--- src/rtl/fifo_burst_reader.sv ---
// Reads fixed-length bursts (or a full drain on flush) from a FIFO into a 2-entry stream buffer.
// Optional transfer counter on words_sent is enabled by defining FIFO_BURST_READER_CNT_EN.
module fifo_burst_reader #(
    parameter int width     = 32,
    parameter int burst_len = 8
) (
    input  logic             clk,
    input  logic             sync_reset,
    input  logic             enable,
    input  logic             flush,
    input  logic [width-1:0] fifo_rd_data,
    input  logic             fifo_empty,
    input  logic             fifo_almost_empty,
    output logic             fifo_rd_en,
    output logic [width-1:0] out_data,
    output logic             out_valid,
    output logic             out_last,
    input  logic             out_ready,
    output logic             flush_done,
    output logic [31:0]      words_sent
);

    localparam int CW = $clog2(burst_len + 1);
    localparam logic [CW-1:0] LAST_CNT = CW'(burst_len - 1);

    typedef enum logic [1:0] {
        IDLE,
        BURST,
        FLUSH
    } state_t;

    state_t          state, state_nxt;
    logic [CW-1:0]   cnt, cnt_nxt;
    logic            done_nxt;
    logic            push, pop, push_last;

    logic [width-1:0] buf_data [2];
    logic             buf_last [2];
    logic             rd_ptr, wr_ptr;
    logic [1:0]       occ;

    // Pop decision looks only at FIFO status and buffer room, never at out_ready.
    assign push       = (state != IDLE) && !fifo_empty && (occ < 2'd2);
    assign fifo_rd_en = push;
    assign out_valid  = (occ != 2'd0);
    assign pop        = out_valid && out_ready;
    assign out_data   = buf_data[rd_ptr];
    assign out_last   = buf_last[rd_ptr] & out_valid;

    always_comb begin
        state_nxt = state;
        cnt_nxt   = cnt;
        done_nxt  = 1'b0;
        push_last = 1'b0;
        case (state)
            IDLE: begin
                if (enable && !fifo_almost_empty) begin
                    state_nxt = BURST;
                end else if (flush) begin
                    if (fifo_empty) done_nxt = 1'b1;
                    else            state_nxt = FLUSH;
                end
            end
            BURST: begin
                if (push) begin
                    if (cnt == LAST_CNT) begin
                        push_last = 1'b1;
                        cnt_nxt   = '0;
                        state_nxt = IDLE;
                    end else begin
                        cnt_nxt = cnt + 1'b1;
                    end
                end
            end
            FLUSH: begin
                if (fifo_empty) begin
                    state_nxt = IDLE;
                    done_nxt  = 1'b1;
                end
            end
            default: state_nxt = IDLE;
        endcase
    end

    always_ff @(posedge clk or posedge sync_reset) begin
        if (sync_reset) begin
            state      <= IDLE;
            cnt        <= '0;
            flush_done <= 1'b0;
        end else begin
            state      <= state_nxt;
            cnt        <= cnt_nxt;
            flush_done <= done_nxt;
        end
    end

    always_ff @(posedge clk or posedge sync_reset) begin
        if (sync_reset) begin
            for (int unsigned i = 0; i < 2; i++) begin
                buf_data[i] <= '0;
                buf_last[i] <= 1'b0;
            end
            rd_ptr <= 1'b0;
            wr_ptr <= 1'b0;
            occ    <= '0;
        end else begin
            if (push) begin
                buf_data[wr_ptr] <= fifo_rd_data;
                buf_last[wr_ptr] <= push_last;
                wr_ptr           <= ~wr_ptr;
            end
            if (pop) rd_ptr <= ~rd_ptr;
            case ({push, pop})
                2'b10:   occ <= occ + 2'd1;
                2'b01:   occ <= occ - 2'd1;
                default: occ <= occ;
            endcase
        end
    end

`ifdef FIFO_BURST_READER_CNT_EN
    logic [31:0] sent_cnt;

    always_ff @(posedge clk or posedge sync_reset) begin
        if (sync_reset)  sent_cnt <= '0;
        else if (pop)    sent_cnt <= sent_cnt + 32'd1;
    end

    assign words_sent = sent_cnt;
`else
    assign words_sent = '0;
`endif

endmodule

--- config.mk ---
export PLATFORM = sky130hd
export DESIGN_NAME = fifo_burst_reader
export DESIGN_NICKNAME = d
export VERILOG_FILES = /design/src/rtl/fifo_burst_reader.sv
export SDC_FILE = /design/constraint.sdc
export NUM_CORES = 1
export LEC_CHECK = 0
export BUFFER_PORTS_ARGS = -buffer_cell sky130_fd_sc_hd__buf_2
export CORE_AREA = 10 10 114 116
export DETAILED_ROUTE_END_ITERATION = 12
export DIE_AREA = 0 0 124 126
export PLACE_DENSITY = 0.68
export SLEW_MARGIN = 20
export SYNTH_ARGS = -nofsm -noshare
export SYNTH_HDL_FRONTEND = slang
export SYNTH_SLANG_ARGS = --single-unit
export TNS_END_PERCENT = 1
--- constraint.sdc ---
create_clock -name clk -period 4.39 [get_ports clk]
set_clock_uncertainty 0.1 [all_clocks]
set_input_delay 0.6585 -clock clk [delete_from_list [all_inputs] [get_ports clk]]
set_output_delay 0.6585 -clock clk [all_outputs]
set_load 0.03 [all_outputs]
==> run_results.csv <==
group,metric,value,unit
routing,via_count,2112,
flow_run,cap_violations,0,
sta,max_freq,345,MHz
floorplan,coreArea,0.0107,mm^2
grt,grt.total_usage,9.47,%
worst_setup_path,path_cells,"buf_4, mux2_2, buf_2",
yosys,ys_seq_area_share,52.6,%
finish,fillers,1073,
placement,numPortBuffers,74,
sta,maxSlewViolCount,0,
sta,maxSlewHeadroom,50.8,%
pwr,cellLeakagePower,1.96,nW
yosys,synth_cells,257,
worst_setup_path,cp.arrival,2140,ps
worst_setup_path,required,3630,ps
sta,rsz0062_at_grt,"no",
yosys,synth_area_leaders,"dfrtp_1, mux2_2, buf_4",
status,outcome,"complete, no violations",
clock_tree,clk_pin_slew,80,ps
grt,grt_pass1_wl,11800,um
routing,drc,0,
clock_tree,htree_levels,3,
grt,grt_pass1_vias,2397,
yosys,yosysUniqueCellTypes,31,
sta,finalCritPeriodShare,66.0,%
finish,diodes,0,
placement,post-place-ws,1790,ps
clock_tree,cts_buffers,9,
clock_tree,cts-root-buf,"clkbuf_8",
clock_tree,clock_sinks,77,
sta,tns,0,ps
yosys,synth_area,0.00366,mm^2
sta,tightest_slew,738,ps
worst_setup_path,start_kind,"flip-flop",
yosys,yosysWarnings,0,
yosys,syn_avg_cell_area,14.2,um^2
yosys,synth_seq_cells,77,
worst_setup_path,cpLargestDelayFamily,"flip-flops",
finish,final_cells,477,
floorplan,die_y,126,um
worst_setup_path,path_depth,3,
clock_tree,cts_tree,"done",
pwr,peakVddDrop,0.319,mV
floorplan,die_area,0.0156,mm^2
grt,grt_overflow,0,
finish,multiInputGateArea,0.00150,mm^2
sta,period_minus_slack,2900,ps
routing,vias_per_cell,4.43,
finish,layout_commonest_cell,"mux2_2",
yosys,yosysTopAreaCell,"dfrtp_1",
routing,ant_nets,0,
clock_tree,post_cts_buffers,0,
finish,final_cell_mix,"mux2_2, dfrtp_1, buf_2",
floorplan,start_util,34.2,%
routing,wire_per_inst,15.6,um
min_path,hold_class,"input pin to async pin",
worst_setup_path,path_class,"flip-flop to primary output",
worst_setup_path,cp_num_buf_inv,2,
clock_tree,cts_resized,0,
floorplan,pin_count,107,
clock_tree,insertion_delay,340,ps
routing,drtIter0Drc,64,
placement,dp_hpwl,5400,um
sta,setup_viol,0,
placement,dp.cells,462,
finish,finalNetCount,374,
worst_setup_path,crit_slowest_cell,"dfrtp_1",
clock_tree,ctsLongestPathBuffers,2,
yosys,synth.top_cell.area_share,52.6,%
floorplan,num_rows,38,
finish,final_util,39.2,%
sta,fin_ws,1490,ps
worst_setup_path,crit_path_end_kind,"primary output",
worst_setup_path,path_max_fanout,19,
worst_setup_path,worst_r2r_path_depth,3,
routing,drt-total-wl,7460,um
grt,grt_max_degree,50,
placement,gp_congestion,0.711,
pwr,power_density,840,mW/mm^2
grt,grt_antenna_before_repair,0,
finish,final_layout_size_suffix_gt1_share,56.4,%
clock_tree,cts_hold_buf,0,
routing,drt_first_pass_iters,4,
finish,regArea,0.00193,mm^2
worst_setup_path,max_stage_delay,820,ps
floorplan,die_w,124,um
finish,syn_to_final_growth,14.5,%
sta,hold_viol,0,
-- routing by layer --
layer / global-route usage (%) / share of wire (%)
met3: 4.07 / 10
met5: 0 / 0
met4: 3.25 / 1.1
met1: 10.4 / 40
met2: 15.9 / 49
-- power by group --
part | switching, W | internal [W]
clock | 0.000232 | 0.000248
sequential | 0.000228 | 0.00107
combinational | 0.000972 | 0.000774
-- registers in the layout (all words and copies together), names as in the netlist --
signal / cells
wr_ptr: 1
rd_ptr: 1
buf_last: 2
flush_done: 1
occ: 2
buf_data: 64
state: 2
cnt: 4
-- kinds of logic (layout without fill, tap and decap cells) --
group,count (synthesis),after routing,synth area share (%)
multiplexers,100,100,30.7
flip-flops,77,77,52.6
buffers and inverters,47,96,9.47
AND/OR/NAND/NOR,19,19,4.03
XOR/XNOR,6,6,1.44
AO/OA/AOI/OAI,5,5,0.957
adder cells (fa/ha/maj),2,2,0.683
other,1,32,0.102
-- worst paths after layout --
path,slack [ps],end,start
hold / removal,280,buf_data[42],sync_reset
setup reg to reg,2390,buf_data[27],occ[1]
max in group asynchronous,2850,cnt[2],sync_reset
hold reg to reg,400,buf_data[27],buf_data[27]
min in group clk,400,buf_data[27],buf_data[27]
setup / recovery,1490,out_data[13],rd_ptr
-- area by class of cell --
class                   instances  area share (%)
flip-flops and latches         77            46.0
multi-input cells             164            35.9
repair buffers                 77            9.37
well taps                     140            4.18
clock buffers                  14            4.12
inverters                       4           0.358
clock inverters                 1           0.119
-- synth_stat cells, drive strengths merged --
library cell,count
o21ai,1
nor4b,1
buf,41
nand3b,1
nand4,1
nor3,1
xnor2,4
nor3b,1
ha,2
mux2i,2
a32o,1
nor2,6
and3b,1
and2,1
mux2,98
clkbuf,2
a311oi,1
a21oi,1
nor4,1
nand2b,2
conb,1
xor2,2
nand2,2
dfrtp,77
o22ai,1
inv,4
nor2b,1
-- metrics by stage --
stage,cell area (um^2),power [W],hold slack (ps)
after detailed placement,4010,0.00309,382
final,4190,0.00352,279
after global placement,4010,0.00303,373
after global routing,4190,0.00376,321
after CTS,4190,0.00358,291
after floorplan,3780,0.00269,359
Power figures use the tool's default switching activity.
